===== src/rtl/prefetch_unit_if.sv =====
// prefetch_unit_if: instruction-memory fetch port and ID-stage delivery port of the prefetch unit
interface prefetch_unit_if #(
  parameter int ADDR_W = 32,
  parameter int INST_W = 32,
  parameter int DEPTH  = 4
);
  logic                    imem_req_o;
  logic [ADDR_W-1:0]       imem_addr_o;
  logic                    imem_gnt_i;
  logic                    imem_rvalid_i;
  logic [INST_W-1:0]       imem_rdata_i;
  logic                    redirect_i;
  logic [ADDR_W-1:0]       redirect_pc_i;
  logic                    id_valid_o;
  logic                    id_ready_i;
  logic [INST_W-1:0]       id_instr_o;
  logic [ADDR_W-1:0]       id_pc_o;
  logic [$clog2(DEPTH):0]  count_o;
  logic                    anomaly_o;
  modport master (
    output imem_req_o, imem_addr_o, id_valid_o, id_instr_o, id_pc_o, count_o, anomaly_o,
    input  imem_gnt_i, imem_rvalid_i, imem_rdata_i, redirect_i, redirect_pc_i, id_ready_i
  );
  modport slave (
    input  imem_req_o, imem_addr_o, id_valid_o, id_instr_o, id_pc_o, count_o, anomaly_o,
    output imem_gnt_i, imem_rvalid_i, imem_rdata_i, redirect_i, redirect_pc_i, id_ready_i
  );
endinterface


===== src/rtl/prefetch_unit.sv =====
// prefetch_unit: decoupled fetch stage, credit-limited imem requests, FWFT FIFO to ID, redirect drain; optional PREFETCH_BYPASS_EN
module prefetch_unit #(
  parameter int                ADDR_W          = 32,
  parameter int                INST_W          = 32,
  parameter int                DEPTH           = 4,
  parameter int                MAX_OUTSTANDING = 2,
  parameter logic [ADDR_W-1:0] RESET_PC        = '0
) (
  input logic             clk_i,
  input logic             rst_i,
  prefetch_unit_if.master bus
);
  localparam int AW = $clog2(DEPTH);
  localparam int CW = AW + 1;
  localparam int SW = CW + 1;
  typedef enum logic {FETCH, DRAIN} state_t;
  state_t                   state_q, state_d;
  logic [ADDR_W-1:0]        pc_q, resp_pc_q;
  logic [CW-1:0]            count_q, count_d, out_q, out_d, disc_q, disc_d;
  logic [AW-1:0]            wptr_q, rptr_q;
  logic [ADDR_W+INST_W-1:0] mem_q [DEPTH];
  logic [ADDR_W+INST_W-1:0] head;
  logic                     anomaly_q, grant, legit, accept, drop, push, pop, bypass, empty;
  assign empty = count_q == '0;
  assign head = mem_q[rptr_q];
  assign bus.imem_req_o = rst_i && !bus.redirect_i && out_q < CW'(MAX_OUTSTANDING)
                          && ({1'b0, count_q} + {1'b0, out_q}) < SW'(DEPTH);
  assign bus.imem_addr_o = pc_q;
  assign grant = bus.imem_req_o && bus.imem_gnt_i;
  assign legit = bus.imem_rvalid_i && out_q != '0;
  assign accept = legit && state_q == FETCH && !bus.redirect_i;
  assign drop = legit && state_q == DRAIN && !bus.redirect_i;
`ifdef PREFETCH_BYPASS_EN
  assign bypass = accept && empty;
`else
  assign bypass = 1'b0;
`endif
  assign pop = !empty && bus.id_ready_i;
  assign push = accept && !(bypass && bus.id_ready_i);
  assign bus.id_valid_o = !empty || bypass;
  assign bus.id_pc_o = !empty ? head[ADDR_W+INST_W-1:INST_W] : bypass ? resp_pc_q : '0;
  assign bus.id_instr_o = !empty ? head[INST_W-1:0] : bypass ? bus.imem_rdata_i : '0;
  assign bus.count_o = count_q;
  assign bus.anomaly_o = anomaly_q;
  // next-state: credits, occupancy, and the stale-response drain count that selects FETCH/DRAIN
  always_comb begin
    out_d = out_q + CW'(grant) - CW'(legit);
    count_d = bus.redirect_i ? '0 : count_q + CW'(push) - CW'(pop);
    disc_d = bus.redirect_i ? out_d : drop ? disc_q - CW'(1) : disc_q;
    state_d = disc_d != '0 ? DRAIN : FETCH;
  end
  // state, pointers, fetch/response PCs and the sticky anomaly flag
  always_ff @(posedge clk_i or negedge rst_i) begin
    if (!rst_i) begin
      state_q <= FETCH;
      pc_q <= RESET_PC;
      resp_pc_q <= RESET_PC;
      count_q <= '0;
      out_q <= '0;
      disc_q <= '0;
      wptr_q <= '0;
      rptr_q <= '0;
      anomaly_q <= 1'b0;
    end else begin
      state_q <= state_d;
      count_q <= count_d;
      out_q <= out_d;
      disc_q <= disc_d;
      pc_q <= bus.redirect_i ? bus.redirect_pc_i : grant ? pc_q + ADDR_W'(4) : pc_q;
      resp_pc_q <= bus.redirect_i ? bus.redirect_pc_i : accept ? resp_pc_q + ADDR_W'(4) : resp_pc_q;
      wptr_q <= bus.redirect_i ? '0 : wptr_q + AW'(push);
      rptr_q <= bus.redirect_i ? '0 : rptr_q + AW'(pop);
      anomaly_q <= anomaly_q || (bus.redirect_i && bus.redirect_pc_i[1:0] != 2'b00)
                   || (bus.imem_rvalid_i && out_q == '0);
    end
  end
  // FIFO storage; a flushed FIFO simply rewinds its pointers
  always_ff @(posedge clk_i) begin
    if (push) mem_q[wptr_q] <= {resp_pc_q, bus.imem_rdata_i};
  end
endmodule


===== src/flat_wrapper.sv =====
// flat-port wrapper written by rule: the top's interface ports become plain ports
module prefetch_unit_flat 
#(
  parameter int                ADDR_W          = 32,
  parameter int                INST_W          = 32,
  parameter int                DEPTH           = 4,
  parameter int                MAX_OUTSTANDING = 2,
  parameter logic [ADDR_W-1:0] RESET_PC        = '0
)
  (clk_i, rst_i, bus_imem_req_o, bus_imem_addr_o, bus_id_valid_o, bus_id_instr_o, bus_id_pc_o, bus_count_o, bus_anomaly_o, bus_imem_gnt_i, bus_imem_rvalid_i, bus_imem_rdata_i, bus_redirect_i, bus_redirect_pc_i, bus_id_ready_i);
  prefetch_unit_if #(.ADDR_W(ADDR_W), .INST_W(INST_W), .DEPTH(DEPTH)) bus_i ();
  input logic clk_i;
  input logic rst_i;
  output wire logic [$bits(bus_i.imem_req_o)-1:0] bus_imem_req_o;
  output wire logic [$bits(bus_i.imem_addr_o)-1:0] bus_imem_addr_o;
  output wire logic [$bits(bus_i.id_valid_o)-1:0] bus_id_valid_o;
  output wire logic [$bits(bus_i.id_instr_o)-1:0] bus_id_instr_o;
  output wire logic [$bits(bus_i.id_pc_o)-1:0] bus_id_pc_o;
  output wire logic [$bits(bus_i.count_o)-1:0] bus_count_o;
  output wire logic [$bits(bus_i.anomaly_o)-1:0] bus_anomaly_o;
  input wire logic [$bits(bus_i.imem_gnt_i)-1:0] bus_imem_gnt_i;
  input wire logic [$bits(bus_i.imem_rvalid_i)-1:0] bus_imem_rvalid_i;
  input wire logic [$bits(bus_i.imem_rdata_i)-1:0] bus_imem_rdata_i;
  input wire logic [$bits(bus_i.redirect_i)-1:0] bus_redirect_i;
  input wire logic [$bits(bus_i.redirect_pc_i)-1:0] bus_redirect_pc_i;
  input wire logic [$bits(bus_i.id_ready_i)-1:0] bus_id_ready_i;
  assign bus_imem_req_o = bus_i.imem_req_o;
  assign bus_imem_addr_o = bus_i.imem_addr_o;
  assign bus_id_valid_o = bus_i.id_valid_o;
  assign bus_id_instr_o = bus_i.id_instr_o;
  assign bus_id_pc_o = bus_i.id_pc_o;
  assign bus_count_o = bus_i.count_o;
  assign bus_anomaly_o = bus_i.anomaly_o;
  assign bus_i.imem_gnt_i = bus_imem_gnt_i;
  assign bus_i.imem_rvalid_i = bus_imem_rvalid_i;
  assign bus_i.imem_rdata_i = bus_imem_rdata_i;
  assign bus_i.redirect_i = bus_redirect_i;
  assign bus_i.redirect_pc_i = bus_redirect_pc_i;
  assign bus_i.id_ready_i = bus_id_ready_i;
  prefetch_unit #(.ADDR_W(ADDR_W), .INST_W(INST_W), .DEPTH(DEPTH), .MAX_OUTSTANDING(MAX_OUTSTANDING), .RESET_PC(RESET_PC)) u_core (.clk_i(clk_i), .rst_i(rst_i), .bus(bus_i));
endmodule

===== config.mk =====
export PLATFORM = sky130hd
export DESIGN_NAME = prefetch_unit_flat
export DESIGN_NICKNAME = d
export VERILOG_FILES = /design/src/rtl/prefetch_unit_if.sv /design/src/rtl/prefetch_unit.sv /design/src/flat_wrapper.sv
export SDC_FILE = /design/constraint.sdc
export NUM_CORES = 1
export LEC_CHECK = 0
export BUFFER_PORTS_ARGS = -buffer_cell sky130_fd_sc_hd__buf_2
export CAP_MARGIN = 15
export CORE_MARGIN = 3
export CORE_UTILIZATION = 40
export CTS_BUF_LIST = sky130_fd_sc_hd__clkbuf_4
export DETAILED_ROUTE_END_ITERATION = 8
export PLACE_DENSITY = 0.62
export SYNTH_ARGS = -nofsm -noshare
export SYNTH_HDL_FRONTEND = slang
export SYNTH_SLANG_ARGS = --single-unit

===== constraint.sdc =====
create_clock -name clk_i -period 8.83 [get_ports clk_i]
set_input_delay 2.649 -clock clk_i [delete_from_list [all_inputs] [get_ports clk_i]]
set_output_delay 2.649 -clock clk_i [all_outputs]
set_load 0.005 [all_outputs]

==> impl_results.md, run 1 <==
* Met2 GRT Util at 25.56%
* Place WS at 2.822 ns
* Final Power at 4.043 mW
* Area of the multi-input gates at 4234 sq um
* Reg clk slew, reported paths at 0.06 ns
* Vias/cell at 5.195
* Row cnt at 68
* Die X at 193.9 microns
* Commonest non-fill, non-tap cell in the layout: edfxtp_1
* Register area at 9669 sq um
* Worst Skew at 0.04281 ns
* Initial Utilization at 40.69%
* Reg-to-Reg End: u_core.state_q
* TNS Setup at 0 ns
* GR Util All Layers at 16.41%
* Global route overflow at 0
* # setup viols final at 0
* Reg2Reg Launch Point: u_core.out_q[1]
* Leakage at 6.116 nW
* Slew Limit Fails at 0
* H-tree depth at 3
* Antenna viol nets, final at 0
* Synth Cell Area at 14,130 sq um
* Cells on worst reg2reg path at 12
* Syn_nets at 954
* Post-Layout Inst Area at 16,570 sq um
* Worst skew pair latency at 0.68 ns
* Distinct cell type count after synthesis at 51
* Post_cts resized at 0
* Core Region at 34,710 sq um
* Area Overhead vs Synth at 17.31%
* RSZ-0062 raised after global routing: false
* Asr flop ratio synth at 23.58%
* IO Pins at 172
* Sequential cell area fraction in the yosys report at 68.41%
* TritonCTS clock tree: done
* Clk buf depth at 3
* Final WL at 30,620 microns
* Most frequent cells in the layout: edfxtp_1, buf_2, clkbuf_4
* Worst Setup End Kind: output port
* Largest net degree at the start of global routing at 71
* Synth warnings at 0
* Vias in the first global route at 8,818
* Initial DRC count at 477
* Max_slew headroom at 28.14%
* Vias at 8,432
* Fin. Hold Viols at 0
* Max Clk Rate at 166.5 MHz
* Worst Path Max Fanout at 11
* Top FF cell, synth: edfxtp_1
* Syn_area_per_cell at 16.24 sq um
* Hold Buf Count CTS at 0
* MaxCap Viol Count at 0
* Port bufs at 171
* Grt peak-use layer: met2
* Final nets at 1,181
* GPL Wtd Cong at 0.8391
* Period minus WS final at 6.007 ns
* Synthesis-stage register bit count at 335
* PwrDens at 244.0 nW/um^2
* DIE AREA at 37,610 sq um
* Number of flops mapped to enable cells by yosys at 256
* Least-Margin Pin Slew at 1.078 ns
* Clock net sink count at 335
* CP arrival at 3.36 ns
* DPL Wire Length at 18,500 microns
* Fin cells at 1,623
* R2r setup slk at 5.51 ns
* Data required time of the worst path at 6.18 ns
* Root buf cell: clkbuf_4
* Fillers at 3,061
* Crit share post-route at 68.03%
* Layout cells sized above 1 at 35.42%
* Critical Path Start Type: primary input
* Post-CTS Setup Bufs at 0
* Drt wl/cell at 18.86 microns
* Type of the tightest min-delay check: flop to flop
* Drt first pass iters at 4
* Syn Inst Count at 870
* Final Worst Setup Slack at 2.823 ns
* Worst hold stages at 1
* First-pass GRT wire length at 49,130 microns
* Placed cell count at 1,464
* M1 GR Usage at 23.05%
* Setup CP Type: primary input to output port
* Post-Place Cell Area at 15,480 sq um
* CP Capture Point: bus_imem_req_o
* Num CTS Buffers at 86
* Die Span Y at 193.9 microns
* Initial antenna violation count at 2
* DRC viols at 0
* VDD IR-drop max at 0.0001091 V
* Crit path from: rst_i
* Met3 Track Usage GR at 4.309%
* Status: finished clean
-- report_power, final --
part	switching, mW	internal (mW)
Combinational	0.397	0.453
Sequential	0.140	1.79
Clock	0.598	0.666
-- layer usage --
layer	routed length (microns)	part of all wire, %
met2	14390	47
met4	259	0.85
met5	8	0.026
met1	13770	45
met3	2185	7.1
-- critical path: stages --
cell      delay (ns)
buf_4           0.16
and4bb_2        0.24
and3_1          0.18
buf_2           0.12
-- worst min path at each step --
stage	slack [ns]	endpoint	startpoint
finish	0.50	u_core.bus.anomaly_o	u_core.bus.anomaly_o
global route	0.52	u_core.bus.anomaly_o	u_core.bus.anomaly_o
CTS	0.50	u_core.bus.anomaly_o	u_core.bus.anomaly_o
detailed placement	0.48	u_core.bus.anomaly_o	u_core.bus.anomaly_o
global placement	0.49	u_core.bus.anomaly_o	u_core.bus.anomaly_o
floorplan	0.46	u_core.bus.anomaly_o	u_core.bus.anomaly_o
-- cells in the mapped netlist (2+ instances only) --
cell type,n,area share (%)
a21boi_0,6,0.32
a21oi_1,7,0.25
a31oi_1,5,0.22
a41oi_1,2,0.12
and2_0,2,0.089
and2_1,72,3.2
and3_1,14,0.62
and4_1,8,0.50
buf_1,4,0.11
buf_2,10,0.35
buf_4,5,0.27
clkbuf_1,23,0.61
dfrtp_1,79,14
edfxtp_1,256,54
fa_1,2,0.28
ha_1,12,1.1
inv_1,19,0.50
mux2_2,11,0.88
mux2i_1,3,0.21
mux4_2,64,10
nand2_1,49,1.3
nand2b_1,4,0.18
nand3_1,32,1.1
nand4_1,22,0.97
nor2_1,23,0.61
nor2b_1,3,0.13
nor3_1,3,0.11
nor4_4,5,0.75
o211ai_1,9,0.48
o21ai_0,44,1.6
o311ai_0,8,0.50
o311ai_1,2,0.12
or3_1,2,0.089
or4_1,2,0.11
xnor2_1,19,1.2
xor2_1,24,1.5
-- per-stage QoR --
stage,utilization [%],hold WS [ns]
after detailed placement,44.61,0.4812
after global routing,47.73,0.5221
final,47.74,0.4957
after CTS,47.72,0.4960
after floorplan,-,0.4629
after global placement,44.61,0.4882
-- final cells by class --
class | count | share of cell area (%)
Inverter | 19 | 0.4304
Clock inverter | 29 | 0.7249
Multi-Input combinational cell | 473 | 25.55
Clock buffer | 128 | 5.799
Timing Repair Buffer | 182 | 5.678
Sequential cell | 335 | 58.35
Tap cell | 455 | 3.436
Antenna cell | 2 | 0.03020
-- registers in the layout, summed over array words and instances, names as in the netlist --
name / flops
u_core.bus.count_o: 3
u_core.resp_pc_q: 32
u_core.mem_q: 256
u_core.disc_q: 3
u_core.bus.anomaly_o: 1
u_core.out_q: 3
u_core.bus.imem_addr_o: 32
u_core.state_q: 1
u_core.wptr_q: 2
u_core.rptr_q: 2
-- logic make-up (layout without fill, tap and decap cells) --
logic type                 Yosys count  after routing  share of synthesized area, %
and+or+nand+nor                    251            251                         10.49
buffers and inverters               62            358                         1.922
DFF                                335            335                         68.41
adders and majority gates           14             14                         1.346
AOI/OAI and AO/OA                   87             87                         3.871
other                                0              2                             0
muxes                               78             78                         11.29
xor gates and xnor gates            43             43                         2.666
Note: power is estimated with default switching activity, not from simulation.
==> run 2, diff against run 1 <==
==> constraint.sdc (replaced) <==
create_clock -name clk_i -period 6.08 [get_ports clk_i]
set_input_delay 1.824 -clock clk_i [delete_from_list [all_inputs] [get_ports clk_i]]
set_output_delay 1.824 -clock clk_i [all_outputs]
set_load 0.005 [all_outputs]
==> impl_results.md, run 2 (synthesis gave the netlist of run 1 again) <==
* Type of the tightest min-delay check: flop to flop
* Area Overhead vs Synth at 18.33%
* Num CTS Buffers at 88
* Period minus WS final at 4.843 ns
* CP Capture Point: bus_id_pc_o[10]
* H-tree depth at 3
* IO Pins at 172
* Initial Utilization at 40.69%
* PwrDens at 363.4 nW/um^2
* Leakage at 6.187 nW
* Least-Margin Pin Slew at 1.051 ns
* Hold Buf Count CTS at 0
* Clk buf depth at 3
* Register area at 9669 sq um
* Crit-path slowest cell: dfrtp_4
* Setup CP Type: flop to output port
* Root buf cell: clkbuf_4
* # setup viols final at 0
* Vias at 8,481
* Max Clk Rate at 206.5 MHz
* TNS Setup at 0 ns
* Vias in the first global route at 9,021
* Row cnt at 68
* CP max stage delay at 0.98 ns
* Crit path from: u_core.rptr_q[0]
* Vias/cell at 5.200
* Die Span Y at 193.9 microns
* DPL Wire Length at 19,480 microns
* Reg2Reg Launch Point: u_core.out_q[1]
* TritonCTS clock tree: done
* RSZ-0062 raised after global routing: false
* VDD IR-drop max at 0.0001627 V
* Logic pwr share at 20.5%
* DIE AREA at 37,610 sq um
* Cells on worst reg2reg path at 12
* MaxCap Viol Count at 0
* Data required time of the worst path at 4.26 ns
* Crit share post-route at 79.66%
* Layout cells sized above 1 at 36.04%
* Reg-to-Reg End: u_core.state_q
* Most frequent cells in the layout: edfxtp_1, buf_2, clkbuf_4
* Status: finished clean
* Placed cell count at 1,467
* Worst Setup End Kind: output port
* Reg with most FFs: u_core.mem_q
* Post-Place Cell Area at 15,520 sq um
* Worst Skew at 0.03307 ns
* R2r setup slk at 2.74 ns
* P_int at 4.376 mW
* Drt first pass iters at 5
* Drt wl/cell at 19.31 microns
* Fillers at 3,064
* Critical Path Start Type: flop
* Reg clk slew, reported paths at 0.06 ns
* Final nets at 1,187
* Area of the multi-input gates at 4234 sq um
* Max_slew headroom at 29.94%
* CP arrival at 3.02 ns
* GR Util All Layers at 17.05%
* Port bufs at 171
* Worst hold stages at 1
* Final WL at 31,500 microns
* Antenna viol nets, final at 0
* Core Region at 34,710 sq um
* GPL Wtd Cong at 0.8254
* Post_cts resized at 0
* First-pass GRT wire length at 50,630 microns
* Slew Limit Fails at 0
* Worst Path Max Fanout at 40
* Worst path cell trace: buf_4 -> mux4_2 -> and2_1 -> buf_2
* Worst skew pair latency at 0.72 ns
* Switching share of power at 27.95%
* Commonest non-fill, non-tap cell in the layout: edfxtp_1
* DRC viols at 0
* Post-CTS Setup Bufs at 0
* Initial antenna violation count at 2
* Sw Pwr at 1.698 mW
* Largest net degree at the start of global routing at 69
* Clock net sink count at 335
* Max reg flops at 256
* Clock share of power at 33.2%
* Initial DRC count at 509
* Post-Layout Inst Area at 16,710 sq um
* Sequential power share at 46.3%
* Die X at 193.9 microns
* Global route overflow at 0
* Fin cells at 1,631
* Fin. Hold Viols at 0
## run 2: cell count changes in the layout (fill, tap and decap cells not counted), sizes merged
cell | before | now
inv | 20 | 21
clkbuf | 128 | 133
diode | 2 | 5
buf | 182 | 185
clkinv | 27 | 20
bufinv | 0 | 3
## run 2: layer usage
| metal | vias to the layer above | GRT usage [%] | share of wire [%] |
|---|---|---|---|
| li1 | 3888 | - | - |
| met1 | 4266 | 23.79 | 46 |
| met2 | 287 | 26.46 | 47 |
| met3 | 38 | 4.327 | 6.3 |
| met4 | 2 | 5.612 | 1.5 |
| met5 | - | 0 | 0.041 |
## run 2: power groups by stage
stage / clock, mW / sequential [mW] / combinational (mW)
floorplan: 0 / 2.74 / 0.869
global placement: 0 / 2.86 / 1.26
detailed placement: 0 / 2.86 / 1.27
CTS: 2.10 / 2.82 / 1.28
global route: 2.22 / 2.84 / 1.38
finish: 2.02 / 2.81 / 1.24
## run 2: worst min path at each step
stage | startpoint | endpoint | slack [ns]
after global routing | u_core.bus.anomaly_o | u_core.bus.anomaly_o | 0.51
after detailed placement | u_core.bus.anomaly_o | u_core.bus.anomaly_o | 0.46
after floorplan | u_core.bus.anomaly_o | u_core.bus.anomaly_o | 0.46
after global placement | u_core.bus.anomaly_o | u_core.bus.anomaly_o | 0.46
after CTS | u_core.bus.anomaly_o | u_core.bus.anomaly_o | 0.48
final | u_core.bus.anomaly_o | u_core.bus.anomaly_o | 0.47
## run 2: metrics by stage
step                      hold WS, ns  setup WS [ns]  utilization [%]  power, mW
final                          0.4705          1.237            48.15      6.074
after global placement         0.4594          1.435            44.71      4.120
after global routing           0.5146         0.9424            48.15      6.451
after floorplan                0.4629        -0.2712                -      3.605
after CTS                      0.4758          1.044            48.09      6.193
after detailed placement       0.4619          1.361            44.71      4.136
## run 2: critical path: cells and delay by family, from the launching register on
family / cells / cell delay [ns]
multiplexers: 1 / 0.54
buffers and inverters: 2 / 0.59
AND/OR/NAND/NOR: 1 / 0.19
flip-flops: 1 / 0.98
## run 2: area by class of cell
class                   count  share of cell area (%)
inverters                  19                  0.4267
clock inverters            26                   1.100
diodes                      5                 0.07486
clock buffers             132                   5.929
flip-flops and latches    335                   57.85
well taps                 455                   3.406
repair buffers            186                   5.884
multi-input cells         473                   25.33
